--- src/rtl/gate_tt_sequencer.sv ---
// gate_tt_sequencer
//   Self-test driver and checker for a 2-input basic-gates stage. On start it
//   drives {a_out,b_out} through 00,01,10,11 (idx = {a,b}). It waits
//   SETTLE_CYCLES edges after each drive edge, then captures the stage's
//   7-bit y output, logs it and compares it against the golden truth table.
//   It reports a sticky per-output error mask and a pass flag.
//
// Ports
//   clk       in   1   single clock, rising edge
//   rst       in   1   synchronous, active-high reset
//   start     in   1   begin a sweep; sampled only in IDLE or DONE
//   y_in      in   7   gate outputs: [0]~a [1]and [2]or [3]nand [4]nor [5]xor [6]xnor
//   a_out     out  1   gate input a (registered)
//   b_out     out  1   gate input b (registered)
//   busy      out  1   sweep in progress
//   done      out  1   sweep complete; held until next accepted start or rst
//   pass      out  1   err_mask==0, valid while done=1, otherwise 0
//   err_mask  out  7   sticky per-output mismatch flags
//   vec_idx   out  2   vector currently driven / being checked
//   y_log     out  28  captured y per vector, y_log[7*i +: 7] for vector i
module gate_tt_sequencer #(
  parameter int SETTLE_CYCLES = 2
) (
  input  logic        clk,
  input  logic        rst,
  input  logic        start,
  input  logic [6:0]  y_in,
  output logic        a_out,
  output logic        b_out,
  output logic        busy,
  output logic        done,
  output logic        pass,
  output logic [6:0]  err_mask,
  output logic [1:0]  vec_idx,
  output logic [27:0] y_log
);

  typedef enum logic [1:0] {
    IDLE    = 2'd0,
    SETTLE  = 2'd1,
    CAPTURE = 2'd2,
    DONE    = 2'd3
  } state_t;

  // With no settle time a drive edge leads straight into the capture cycle.
  localparam state_t     AFTER_DRIVE = (SETTLE_CYCLES == 0) ? CAPTURE : SETTLE;
  // Count value on which the last settle edge occurs.
  localparam logic [7:0] SETTLE_LAST = (SETTLE_CYCLES == 0) ? 8'd0 : 8'(SETTLE_CYCLES - 1);

  state_t      state_r;
  state_t      state_s;
  logic [7:0]  cnt_r;
  logic [7:0]  cnt_s;
  logic        a_s;
  logic        b_s;
  logic        busy_s;
  logic        done_s;
  logic        pass_s;
  logic [6:0]  err_s;
  logic [6:0]  cap_err_s;
  logic [1:0]  idx_s;
  logic [27:0] ylog_s;

  // Expected gate-stage output for vector idx = {a,b}.
  function automatic logic [6:0] golden(input logic [1:0] idx);
    logic [6:0] g;
    case (idx)
      2'd0:    g = 7'h59;
      2'd1:    g = 7'h2D;
      2'd2:    g = 7'h2C;
      2'd3:    g = 7'h46;
      default: g = 7'h00;
    endcase
    return g;
  endfunction

  // Next-state and next-output logic for the sweep FSM.
  always_comb begin
    state_s   = state_r;
    cnt_s     = cnt_r;
    a_s       = a_out;
    b_s       = b_out;
    busy_s    = busy;
    done_s    = done;
    pass_s    = pass;
    err_s     = err_mask;
    idx_s     = vec_idx;
    ylog_s    = y_log;
    // Error mask including the vector being captured this cycle; used both
    // for the sticky update and for the final pass decision.
    cap_err_s = err_mask | (y_in ^ golden(vec_idx));

    case (state_r)
      IDLE, DONE: begin
        if (start) begin
          state_s = AFTER_DRIVE;
          cnt_s   = 8'd0;
          a_s     = 1'b0;
          b_s     = 1'b0;
          busy_s  = 1'b1;
          done_s  = 1'b0;
          pass_s  = 1'b0;
          err_s   = 7'd0;
          idx_s   = 2'd0;
          ylog_s  = 28'd0;
        end else begin
          state_s = state_r;
        end
      end

      SETTLE: begin
        cnt_s = cnt_r + 8'd1;
        if (cnt_r == SETTLE_LAST) begin
          state_s = CAPTURE;
        end else begin
          state_s = SETTLE;
        end
      end

      CAPTURE: begin
        err_s = cap_err_s;
        for (int i = 0; i < 4; i++) begin
          if (vec_idx == 2'(i)) begin
            ylog_s[7*i +: 7] = y_in;
          end else begin
            ylog_s[7*i +: 7] = y_log[7*i +: 7];
          end
        end
        if (vec_idx != 2'd3) begin
          state_s      = AFTER_DRIVE;
          idx_s        = vec_idx + 2'd1;
          {a_s, b_s}   = vec_idx + 2'd1;
          cnt_s        = 8'd0;
        end else begin
          state_s = DONE;
          idx_s   = 2'd0;
          a_s     = 1'b0;
          b_s     = 1'b0;
          busy_s  = 1'b0;
          done_s  = 1'b1;
          pass_s  = (cap_err_s == 7'd0);
        end
      end

      default: begin
        state_s = IDLE;
      end
    endcase
  end

  // State and output registers; reset clears everything including partial results.
  always_ff @(posedge clk) begin
    if (rst) begin
      state_r  <= IDLE;
      cnt_r    <= 8'd0;
      a_out    <= 1'b0;
      b_out    <= 1'b0;
      busy     <= 1'b0;
      done     <= 1'b0;
      pass     <= 1'b0;
      err_mask <= 7'd0;
      vec_idx  <= 2'd0;
      y_log    <= 28'd0;
    end else begin
      state_r  <= state_s;
      cnt_r    <= cnt_s;
      a_out    <= a_s;
      b_out    <= b_s;
      busy     <= busy_s;
      done     <= done_s;
      pass     <= pass_s;
      err_mask <= err_s;
      vec_idx  <= idx_s;
      y_log    <= ylog_s;
    end
  end

endmodule

--- config.mk ---
export PLATFORM = sky130hd
export DESIGN_NAME = gate_tt_sequencer
export DESIGN_NICKNAME = d
export VERILOG_FILES = /design/src/rtl/gate_tt_sequencer.sv
export SDC_FILE = /design/constraint.sdc
export NUM_CORES = 1
export LEC_CHECK = 0
export ABC_CLOCK_PERIOD_IN_PS = 1960
export CORE_ASPECT_RATIO = 2
export CORE_MARGIN = 3
export CORE_UTILIZATION = 50
export CTS_CLUSTER_DIAMETER = 150
export DETAILED_ROUTE_END_ITERATION = 10
export PLACE_DENSITY = 0.8
export SYNTH_ARGS = -nofsm -noshare
export SYNTH_HDL_FRONTEND = slang
export SYNTH_SLANG_ARGS = --single-unit
--- constraint.sdc ---
create_clock -name clk -period 1.96 [get_ports clk]
set_input_delay 0.392 -clock clk [delete_from_list [all_inputs] [get_ports clk]]
set_output_delay 0.392 -clock clk [all_outputs]
set_load 0.005 [all_outputs]
After elaboration in Yosys (flattened, before gate mapping)
Cells that the tools add are included.
{ "totals": {"reg_bits": 52, "latchBits": 0, "ram_bits": 0, "romBits": 0, "word_cells": 75, "n_memories": 0} }
{ "op_classes": {"addsub": 2, "n_mul": 0, "n_div": 0, "n_lt_le_gt_ge": 0, "n_eq_ne": 15, "n_shift": 0, "muxes": 31, "n_bitwise": 2, "n_reduce_logical": 12} }
{ "ops": {"columns": ["op", "n"], "rows": [
  ["28-bit one-hot mux with 2 select lines", 1],
  ["7-bit two-way mux", 5],
  ["28-bit two-way mux", 1],
  ["7-bit one-hot mux with 4 select lines", 1],
  ["8-bit one-hot mux with 3 select lines", 1],
  ["8-bit two-way mux", 2],
  ["2-bit inequality test (second input constant)", 8],
  ["3-bit AND reduction", 5],
  ["7-bit one-hot mux with 2 select lines", 1],
  ["2-bit two-way mux", 5],
  ["1-bit one-hot mux with 2 select lines", 5],
  ["8-bit by 1-bit adder with 8-bit output (second input constant)", 1],
  ["2-bit == test (second input constant)", 4],
  ["8-bit by 1-bit == test with 1-bit output (second input constant)", 1],
  ["7-bit zero test", 1],
  ["1-bit two-way mux", 7],
  ["7-bit bitwise OR", 1],
  ["7-bit XOR", 1],
  ["2-bit one-hot mux with 3 select lines", 1],
  ["2-bit by 1-bit == test with 1-bit output (second input constant)", 2],
  ["2-bit zero test", 2],
  ["2-bit one-hot mux with 2 select lines", 1],
  ["2-bit AND reduction", 2],
  ["2-bit by 1-bit adder with 2-bit output (second input constant)", 1],
  ["2 further kinds", 2]
]} }

Logic depth before layout (Yosys ltp)
Gate-level depths: netlist of run 1.
{ "depth": {"word_depth": 7, "mapped_depth": 8} }

Worst setup path before layout of run 1
OpenSTA, ideal clock, no wires.
{ "synth_path": {"path_kind": "register to register", "from": "register state_r[0]", "to": "register y_log[24]", "setup_ns": 0.117, "arrival_time_ns": 1.568, "path_slack_ns": 0.276, "stages_incl_launch_ff": 8, "path_buffers": 1, "synth_period_minus_slack_ns": 1.684, "cell_sequence": "dfxtp_1 -> inv_1 -> ha_1 -> buf_6 -> mux2i_4 -> a21oi_4 -> nor2_2 -> a22o_1"} }
{ "synth_between": {"elab_chain_cells": 4, "word_cells_on_any_way": 9} }
{ "synth_rtl": {"columns": ["item", "line", "text"], "rows": [
  ["from (decl)", "50", "state_t state_r;"],
  ["from (signal assigned)", "165", "state_r <= state_s;"],
  ["2-bit == test or 2-bit zero test (tied branches)", "93", "case (state_r)"],
  ["2-bit OR reduction", "93", null],
  ["2-bit inequality test (no source line) or 2-bit nonzero test (tied branches)", null, null],
  ["3-bit AND reduction (no source line)", null, null],
  ["to (signal assigned)", "174", "y_log <= ylog_s;"],
  ["to (decl)", "35", "output logic [27:0] y_log"]
]} }
Several ways; a longest one is shown, not always the timed one.
A chain may end at the register's enable or synchronous reset.

==> metrics.md, run 1 <==
| Metric | Value |
|---|---|
| First-pass GRT wire length | `9.07 mm` |
| IO Pins | `52` |
| Slew Limit Fails | `0` |
| Min-delay src | `done` |
| Maximum vdd drop | `0.000866 V` |
| Synth warnings | `0` |
| Asr flop ratio synth | `0` |
| Fin. Hold Viols | `0` |
| Top cell type's share of synthesized area | `0.435` |
| Req. time, crit path | `2.20 ns` |
| Clock root buffer | `clkbuf_8` |
| 1st-iter DRT viols | `44` |
| Worst-Skew Late Latency | `~0.30 ns` |
| Reg clk slew, reported paths | `~0.090 ns` |
| Via density | `5.30` |
| Starting Density | `0.525` |
| Most common cell in the netlist | `dfxtp_1` |
| Least-Margin Pin Slew | `0.503 ns` |
| CTS tree | `done` |
| Top post-synthesis cells by count | `dfxtp_1, nor2_1, mux2i_1` |
| Tcrit/Tclk final | `0.934` |
| Power Internal | `2120 µW` |
| Psw | `1080 µW` |
| Cell count after synthesis | `~240` |
| CP Cell Sequence | `ha_1 > nand2_1 > nor3_1 > buf_4 > nand4_1 > o2bb2ai_1` |
| Vias in the first global route | `1974` |
| Filler cells | `356` |
| Register area | `~1000 µm²` |
| Core area | `about 4400 µm²` |
| Reg2reg start | `a_out` |
| Synth unique cells | `38` |
| Dpl hpwl | `around 4.3 mm` |
| Area occupied by multi-input gates | `1200 µm²` |
| Initial antenna violation count | `0` |
| IO Port Bufs | `51` |
| EDFF count, synth | `0` |
| Final Skew | `0.00684 ns` |
| Max Cap Viol | `0` |
| Congestion Overflow GR | `0` |
| Area contributors post-synth | `dfxtp_1, mux2i_1, nor2_1` |
| Status | `complete, no violations` |
| Largest net degree at the start of global routing | `24` |
| Worst EP arrival | `between 2 and 2.5 ns` |
| Crit path launch type | `flop` |
| Sequential Power Share | `0.370` |
| Lkg Pwr | `approximately 0.0012 µW` |
| Area growth from synthesis to layout | `30.6%` |
| DR vias | `1854` |
| Fraction of the mapped netlist area in simple logic gates | `0.190` |
| CP Class | `flop to flop` |
| Net Count, Synth | `257` |
| Xor and xnor area share after synthesis | `0.0533` |
| Synth Area in Adders | `0.0543` |
| Worst path bufs/invs | `1` |
| Post-DRT Antenna Nets | `0` |
| Worst Reg-to-Reg Cells | `6` |
| Clk sinks | `50` |
| Die Span Y | `102 µm` |
| Post-synthesis compound-gate area fraction | `0.0935` |
| Synth Cell Area | `about 2300 µm²` |
| Critical path endpoint category | `flop` |
| Worst Hold Class | `flop to flop` |
| CTS Buf Count | `5` |
| RSZ-0062 raised after global routing | `false` |
| Setup Total Neg Slack | `0 ns` |
| Synth Area per Inst | `around 9.7 µm²` |
| Largest area contributor in the netlist | `dfxtp_1` |
| Net count, final | `315` |
| DIE AREA | `5500 µm²` |
| Share of layout cells above drive strength 1 | `0.0811` |
| Drt wl/cell | `15.8 µm` |
| # hold bufs at CTS | `0` |
| FF+latch count, synth | `50` |
| Combinational share of power | `0.408` |
| All-Layer GR Usage | `0.224` |
| Worst reg-to-reg setup slack | `0.13 ns` |
| Setup violators final | `0` |
| Worst Path Max Fanout | `9` |
| WHS Endpoint | `done` |
| Post-route DRC | `0` |
| Die Span X | `between 50 and 60 µm` |
| Crit-path max cell delay | `0.48 ns` |
| Ant diodes | `0` |
| Switching Fraction | `0.338` |
| Power density over cell area | `1060 nW/µm²` |
| Largest family of logic cells by synthesized area | `simple AND/OR/NAND/NOR gates` |
| Register area share after synthesis | `0.435` |
| Htree depth | `2` |
| Dominant register cell in the synthesized netlist | `dfxtp_1` |
| DR pass1 iterations | `4` |
| WHS | `around 0.47 ns` |
| Crit path max-delay cell type | `dfxtp_1` |
| Hold path depth | `1` |
| Clock power share | `0.222` |
| WL final | `5.52 mm` |
| Max clock buf depth | `2` |
| Final min period | `1.83 ns` |
| Achievable Freq | `546 MHz` |
| Top cell family by delay on the critical path | `simple AND/OR/NAND/NOR gates` |
| Mux contribution to synthesized area | `0.132` |
| Row count | `34` |
| R2r endpoint | `pass` |
| Max-slew headroom | `0.660` |
| Routability Congestion | `0.822` |
## power by group through the flow
stage               logic, µW  clock network, µW  registers (µW)
floorplan                 906                  0            1190
global placement         1290                  0            1200
finish                   1300                709            1180
CTS                      1310                723            1180
detailed placement       1300                  0            1200
global route             1420                762            1190
## sequential cells by signal, indices dropped and copies added (netlist names)
register and flops:
y_log 28, done 1, pass 1, vec_idx 1
cnt_r 8, err_mask 7, a_out 1, state_r 2
busy 1
## layer usage
layer | track usage | share of wire | vias to the layer above
met1 | 0.223 | 0.37 | 883
met4 | 0.113 | 0.030 | 0
met3 | 0.0365 | 0.030 | 12
met5 | 0 | 0 | -
met2 | 0.419 | 0.57 | 38
li1 | - | - | 921
## worst register-to-register path, delay by kind of cell (launching register included)
kind	cells	cell delay [ns]
and+or+nand+nor	3	0.62
DFF	1	0.48
adders and majority gates	1	0.35
buffers and inverters	1	0.18
AOI/OAI and AO/OA	1	0.13
## what timing repair did
action / in CTS / in global routing
resized for setup: 0 / 1
endpoints found under the hold margin: 0 / 0
setup buffers: 0 / 0
endpoints found under the setup margin: 0 / 8
## stage by stage
step | util | cell area, µm² | total power [µW] | worst slack, ns | instances
floorplan | - | 2300 | 2100 | 0.276 | 237
global placement | 0.661 | 2900 | 2490 | 0.0675 | 342
detailed placement | 0.661 | 2900 | 2500 | 0.0273 | 342
CTS | 0.686 | 3000 | 3210 | 0.0886 | 350
global route | 0.686 | 3010 | 3380 | 0.0175 | 350
finish | 0.686 | 3010 | 3200 | 0.129 | 350
## kinds of logic after synthesis
| family | Yosys count |
|---|---|
| AOI/OAI and AO/OA | 25 |
| DFF | 50 |
| and+or+nand+nor | 89 |
| muxes | 29 |
| buffers and inverters | 20 |
| adders and majority gates | 10 |
| xor gates and xnor gates | 14 |
## layout make-up
cell class,instances,area share
multi-input combinational,167,0.401
sequential,50,0.333
timing repair buffer,62,0.197
clock buffer,7,0.0254
tap,54,0.0225
inverter,9,0.0112
clock inverter,1,0.00999
## cells in the final DEF (no fill, tap or decap), types with 2 or more instances in the layout
cell type / instances
clkdlybuf4s50_1: 51
dfxtp_1: 50
nor2_1: 47
mux2i_1: 28
buf_4: 11
inv_1: 9
xor2_1: 9
ha_1: 9
and2_1: 8
a22oi_1: 8
nand2_1: 6
nor3_1: 5
xnor2_1: 5
a21oi_1: 5
clkbuf_8: 5
nand2b_1: 4
a21oi_4: 4
nand3_1: 4
nor4b_1: 3
nand4_1: 3
a211oi_1: 2
clkbuf_1: 2
## worst max-delay path by stage
| stage | slack [ns] | end | cells past startpoint | startpoint |
|---|---|---|---|---|
| 2_1_floorplan | 0.28 | y_log[24] | 7 | state_r[0] |
| 3_3_place_gp | 0.07 | y_log[18] | 5 | start |
| 3_5_place_dp | 0.03 | y_log[25] | 6 | start |
| 4_1_cts | 0.09 | y_log[25] | 7 | state_r[0] |
| 5_1_grt | 0.02 | pass | 6 | a_out |
| 6_report | 0.13 | pass | 6 | a_out |
Power figures use the tool's default switching activity.
==> inputs of run 2 (changes only) <==
--- a/config.mk
+++ b/config.mk
@@ -6,12 +6,11 @@
 export NUM_CORES = 1
 export LEC_CHECK = 0
 export ABC_CLOCK_PERIOD_IN_PS = 1960
-export CORE_ASPECT_RATIO = 2
 export CORE_MARGIN = 3
 export CORE_UTILIZATION = 50
 export CTS_CLUSTER_DIAMETER = 150
 export DETAILED_ROUTE_END_ITERATION = 10
-export PLACE_DENSITY = 0.8
+export PLACE_DENSITY = 0.78
 export SYNTH_ARGS = -nofsm -noshare
 export SYNTH_HDL_FRONTEND = slang
 export SYNTH_SLANG_ARGS = --single-unit
==> metrics.md, run 2 (synthesis results as in run 1) <==
| Metric | Value |
|---|---|
| Net count, final | `between 300 and 400` |
| Maximum vdd drop | `slightly above 0.0006 V` |
| RSZ-0062 raised after global routing | `false` |
| CTS Buf Count | `5` |
| Worst path bufs/invs | `2` |
| Crit path max-delay cell type | `mux2i_4` |
| Fin area | `2990 µm²` |
| Clock root buffer | `clkbuf_8` |
| Core area | `4410 µm²` |
| Final Util | `0.677` |
| Lkg Pwr | `about 0.0012 µW` |
| Slew Limit Fails | `0` |
| Routability Congestion | `between 0.7 and 0.8` |
| Critical path origin | `state_r[0]` |
| Post-CTS setup buffer count | `0` |
| Top reg by flops | `y_log` |
| WL final | `approximately 5.0 mm` |
| Area growth from synthesis to layout | `29.9%` |
| Post-DRT Antenna Nets | `0` |
| Tcrit/Tclk final | `0.933` |
| Final min period | `1.83 ns` |
| IO Port Bufs | `51` |
| Starting Density | `0.522` |
| Via density | `about 5.3` |
| Initial antenna violation count | `0` |
| Status | `complete, no violations` |
| Worst Path Max Fanout | `6` |
| Worst EP arrival | `2.02 ns` |
| Clk sinks | `50` |
| Max Cap Viol | `0` |
| 1st-iter DRT viols | `107` |
| Htree depth | `2` |
| CP Cell Sequence | `inv_1 > ha_1 > mux2i_4 > a21oi_4 > buf_12 > mux2i_1 > nor2_1` |
| Top cell family by delay on the critical path | `multiplexers` |
| CP endpoint | `y_log[25]` |
| DR pass1 iterations | `4` |
| Largest net degree at the start of global routing | `29` |
| Die Span Y | `73.9 µm` |
| All-Layer GR Usage | `0.201` |
| Setup violators final | `0` |
| Achievable Freq | `547 MHz` |
| # hold bufs at CTS | `0` |
| Req. time, crit path | `2.16 ns` |
| Worst reg-to-reg setup slack | `0.13 ns` |
| Worst-Skew Late Latency | `roughly 0.30 ns` |
| Reg clk slew, reported paths | `0.09 ns` |
| Critical path depth | `7` |
| Dpl hpwl | `3.70 mm` |
| Crit path launch type | `flop` |
| Max clock buf depth | `2` |
| Post-cts resize count | `0` |
| CP Class | `flop to flop` |
| Worst Hold Class | `flop to flop` |
| First-pass GRT wire length | `8.37 mm` |
| Filler cells | `roughly 360` |
| Power density over cell area | `~1000 nW/µm²` |
| Final Skew | `0.00703 ns` |
| Placed instance area | `approximately 2900 µm²` |
| Congestion Overflow GR | `0` |
| Reg2reg start | `state_r[0]` |
| Max reg flops | `28` |
| Drt wl/cell | `14.5 µm` |
| Die Span X | `73.9 µm` |
| CTS tree | `done` |
| Least-Margin Pin Slew | `0.431 ns` |
| Post-route DRC | `0` |
| Leading cell type in the layout, fill and taps excluded | `clkdlybuf4s50_1` |
| IO Pins | `52` |
| Vias in the first global route | `1763` |
| Setup Total Neg Slack | `0 ns` |
| Hold path depth | `1` |
| R2r endpoint | `y_log[25]` |
| Share of layout cells above drive strength 1 | `0.0814` |
| Fin. Hold Viols | `0` |
| Max-slew headroom | `0.706` |
| Ant diodes | `0` |
| DIE AREA | `between 5000 and 6000 µm²` |
| Critical path endpoint category | `flop` |
| Row count | `24` |
| Worst Reg-to-Reg Cells | `7` |
| Leading cell types in the layout, fill and taps excluded | `clkdlybuf4s50_1, dfxtp_1, nor2_1` |
| DR vias | `about 1800` |
| Largest regs | `y_log (28), cnt_r (8), err_mask (7)` |
| Crit-path max cell delay | `~0.48 ns` |
## run 2: changes by cell type in the layout (fill, tap and decap cells not counted)
cell | previous run | this run
clkinv_2 | 0 | 1
buf_12 | 0 | 1
ha_2 | 1 | 0
clkinv_4 | 0 | 1
ha_1 | 9 | 10
bufinv_16 | 1 | 0
clkbuf_1 | 2 | 0
buf_4 | 11 | 9
clkinvlp_4 | 0 | 1
## run 2: stage by stage
stage | hold WS (ns) | power (µW) | worst slack, ns | instances
floorplan | 0.451 | 2100 | 0.276 | 237
global placement | 0.437 | 2490 | 0.110 | 339
detailed placement | 0.445 | 2500 | 0.0534 | 339
CTS | 0.467 | 3110 | 0.120 | 347
global route | 0.486 | 3270 | 0.00109 | 347
finish | 0.460 | 3080 | 0.131 | 347
## run 2: worst register-to-register path, delay by kind of cell, from the launching register on
| kind | cells | cell delay, ns |
|---|---|---|
| AOI/OAI and AO/OA | 1 | 0.08 |
| muxes | 2 | 0.62 |
| DFF | 1 | 0.34 |
| and+or+nand+nor | 1 | 0.06 |
| adders and majority gates | 1 | 0.40 |
| buffers and inverters | 2 | 0.22 |
## run 2: how the worst min path moves through the flow
stage | start | to | slack, ns
after global routing | done | done | 0.49
final | done | done | 0.46
after floorplan | done | done | 0.45
after CTS | done | done | 0.47
after detailed placement | done | done | 0.44
after global placement | done | done | 0.44
## run 2: final cells by class
cell class                      instances  area (µm²)  area share
Clock buffer                            5        68.8      0.0230
Timing Repair Buffer                   61         598       0.200
Tap cell                               52        65.1      0.0218
Sequential cell                        50        1000       0.335
Multi-Input combinational cell        167        1200       0.402
Clock inverter                          3        21.3     0.00711
Inverter                                9        33.8      0.0113
## run 2: power breakdown
part	switching, µW	internal (µW)	leakage [µW]
logic	665	636	0.000713
clock network	346	251	0.0000441
registers	70.6	1110	0.000404
total	1080	1990	0.00116
## run 2: metal layers
layer | GRT usage | wire length (µm)
met5 | 0 | 0
met4 | 0.0664 | 77
met3 | 0.0643 | 336
met2 | 0.305 | 2350
met1 | 0.268 | 2280
==> inputs of run 3 (changes only) <==
--- a/config.mk
+++ b/config.mk
@@ -5,12 +5,12 @@
 export SDC_FILE = /design/constraint.sdc
 export NUM_CORES = 1
 export LEC_CHECK = 0
+export ABC_AREA = 1
 export ABC_CLOCK_PERIOD_IN_PS = 1960
-export CORE_MARGIN = 3
 export CORE_UTILIZATION = 50
 export CTS_CLUSTER_DIAMETER = 150
 export DETAILED_ROUTE_END_ITERATION = 10
-export PLACE_DENSITY = 0.78
+export PLACE_DENSITY = 0.77
 export SYNTH_ARGS = -nofsm -noshare
 export SYNTH_HDL_FRONTEND = slang
 export SYNTH_SLANG_ARGS = --single-unit
==> metrics.md, run 3 <==
| Metric | Value |
|---|---|
| Synth Area in Adders | `0.0531` |
| Dominant register cell in the synthesized netlist | `dfxtp_1` |
| Clock power share | `0.295` |
| Worst-Skew Late Latency | `0.31 ns` |
| Crit path launch type | `flop` |
| Worst Hold Class | `flop to flop` |
| Failing checks | `DRC` |
| # hold bufs at CTS | `0` |
| DR vias | `2109` |
| Fin. Hold Viols | `0` |
| Post-synthesis compound-gate area fraction | `0.179` |
| Initial antenna violation count | `0` |
| Post-route DRC | `6` |
| Top post-synthesis cells by count | `nand2_1, dfxtp_1, nor2_1` |
| Critical path endpoint category | `flop` |
| Post-CTS setup buffer count | `0` |
| Power density over cell area | `roughly 810 nW/µm²` |
| Top cell type's share of synthesized area | `0.424` |
| Cell count after synthesis | `315` |
| Dpl hpwl | `3.71 mm` |
| Post-DRT Antenna Nets | `0` |
| Htree depth | `2` |
| Req. time, crit path | `2.16 ns` |
| Net Count, Synth | `335` |
| Met1 wire length | `2.35 mm` |
| Vias in the first global route | `1888` |
| Lkg Pwr | `0.00128 µW` |
| Die Span X | `70.7 µm` |
| IO Port Bufs | `51` |
| Routability Congestion | `0.807` |
| Filler cells | `402` |
| Power Internal | `roughly 1700 µW` |
| EDFF count, synth | `0` |
| 1st-iter DRT viols | `between 100 and 150` |
| Setup WS pre-CTS | `0.119 ns` |
| RSZ-0062 raised after global routing | `false` |
| Switching Fraction | `0.278` |
| Final Util | `0.676` |
| Max Cap Viol | `0` |
| Uppermost layer routed | `met4` |
| Congestion Overflow GR | `0` |
| Final Skew | `0.00903 ns` |
| All-Layer GR Usage | `0.212` |
| Synth unique cells | `31` |
| Combinational share of power | `0.228` |
| Mux contribution to synthesized area | `0` |
| Least-Margin Pin Slew | `roughly 0.36 ns` |
| Setup Total Neg Slack | `0 ns` |
| Tcrit/Tclk final | `0.907` |
| Post-cts resize count | `0` |
| Register area share after synthesis | `0.424` |
| First-pass GRT wire length | `8.38 mm` |
| Max-slew headroom | `0.760` |
| CTS tree | `done` |
| Leading cell types in the layout, fill and taps excluded | `nand2_1, clkdlybuf4s50_1, nor2_1, dfxtp_1, inv_1` |
| Starting Density | `0.531` |
| Setup violators final | `0` |
| Clk sinks | `50` |
| Area growth from synthesis to layout | `27.4%` |
| Largest net degree at the start of global routing | `31` |
| CTS Buf Count | `5` |
| Met2 WL post-DR | `2.27 mm` |
| Core area | `roughly 4400 µm²` |
| CP Class | `flop to flop` |
| Ant diodes | `0` |
| Slew Limit Fails | `0` |
| WL final | `approximately 5.0 mm` |
| Largest family of logic cells by synthesized area | `simple AND/OR/NAND/NOR gates` |
| Final worst slack | `0.182 ns` |
| Most common cell in the netlist | `nand2_1` |
| Largest area contributor in the netlist | `dfxtp_1` |
| Max reg flops | `28` |
| Net count, final | `388` |
| WHS | `roughly 0.46 ns` |
| IO Pins | `52` |
| Top reg by flops | `y_log` |
| Area contributors post-synth | `dfxtp_1, nand2_1, nor2_1` |
| Largest regs | `y_log (28), cnt_r (8), err_mask (7)` |
| Xor and xnor area share after synthesis | `0.00371` |
| Drt wl/cell | `11.8 µm` |
| Share of layout cells above drive strength 1 | `0.0921` |
| Row count | `24` |
| Worst Path Max Fanout | `8` |
| FF+latch count, synth | `50` |
| Final min period | `1.78 ns` |
| Worst EP arrival | `1.98 ns` |
| Fraction of the mapped netlist area in simple logic gates | `0.241` |
| Max clock buf depth | `2` |
| Maximum vdd drop | `about 0.00056 V` |
| Synth Cell Area | `around 2400 µm²` |
| DIE AREA | `5000 µm²` |
| Reg clk slew, reported paths | `approximately 0.1 ns` |
| Achievable Freq | `563 MHz` |
| Asr flop ratio synth | `0` |
| Routed wl met3 | `267 µm` |
| Clock root buffer | `clkbuf_8` |
| Die Span Y | `70.7 µm` |
| Synth Area per Inst | `7.49 µm²` |
| Psw | `673 µW` |
| Status | `finished with violations` |
| Sequential Power Share | `0.477` |
| DR pass1 iterations | `7` |
| Via density | `about 5.0` |
| Synth warnings | `0` |
run 3: changes by cell type after synthesis, sizes merged, moves of 6 or more:
cell / change
nand2: +52
o21ai: +39
inv: +33
mux2i: -29
a21oi: +21
a22oi: -8
and2: -8
xor2: -8
nor2: +6
run 3: logic make-up after synthesis:
family,Yosys count
and+or+nand+nor,129
AOI/OAI and AO/OA,73
buffers and inverters,52
DFF,50
adders and majority gates,10
xor gates and xnor gates,1
run 3: area by class of cell:
| cell class | count | area [µm²] | share of cell area |
|---|---|---|---|
| multi-input cells | 213 | 1120 | 0.374 |
| flip-flops and latches | 50 | 1000 | 0.333 |
| repair buffers | 56 | 548 | 0.182 |
| inverters | 42 | 158 | 0.0525 |
| clock buffers | 5 | 68.8 | 0.0229 |
| well taps | 52 | 65.1 | 0.0216 |
| clock inverters | 3 | 40.0 | 0.0133 |
run 3: metrics by stage:
step / cell area (µm²) / total power [µW] / std cells
finish: 3010 / 2420 / 421
global route: 3010 / 2550 / 421
CTS: 3010 / 2440 / 421
detailed placement: 2900 / 1730 / 413
global placement: 2900 / 1720 / 413
floorplan: 2360 / 1500 / 315
run 3: final timing paths:
check | start | end | slack (ns) | cells after the start
worst max-delay path | state_r[0] | y_log[12] | 0.18 | 8
worst min-delay path | done | done | 0.46 | 2
worst max register to register | state_r[0] | y_log[12] | 0.18 | 8
worst min register to register | done | done | 0.46 | 2
run 3: critical path, cell delays in order, from the launching register on:
cell	delay (ns)
dfxtp_1	0.36
inv_1	0.05
ha_1	0.39
nand2_4	0.16
o21ai_4	0.13
a21oi_2	0.29
inv_2	0.12
nor2_1	0.13
nor2_1	0.06
run 3: per-layer routing:
| metal | vias up | GRT usage |
|---|---|---|
| met2 | 52 | 0.348 |
| met4 | 0 | 0.0667 |
| met3 | 8 | 0.0513 |
| met1 | 943 | 0.275 |
| li1 | 1106 | - |
| met5 | - | 0 |
run 3: power groups by stage:
stage	clock network (µW)	registers, µW	logic (µW)
final	715	1150	551
after global routing	772	1170	607
after CTS	732	1150	556
after detailed placement	0	1180	551
after global placement	0	1180	540
after floorplan	0	1180	317
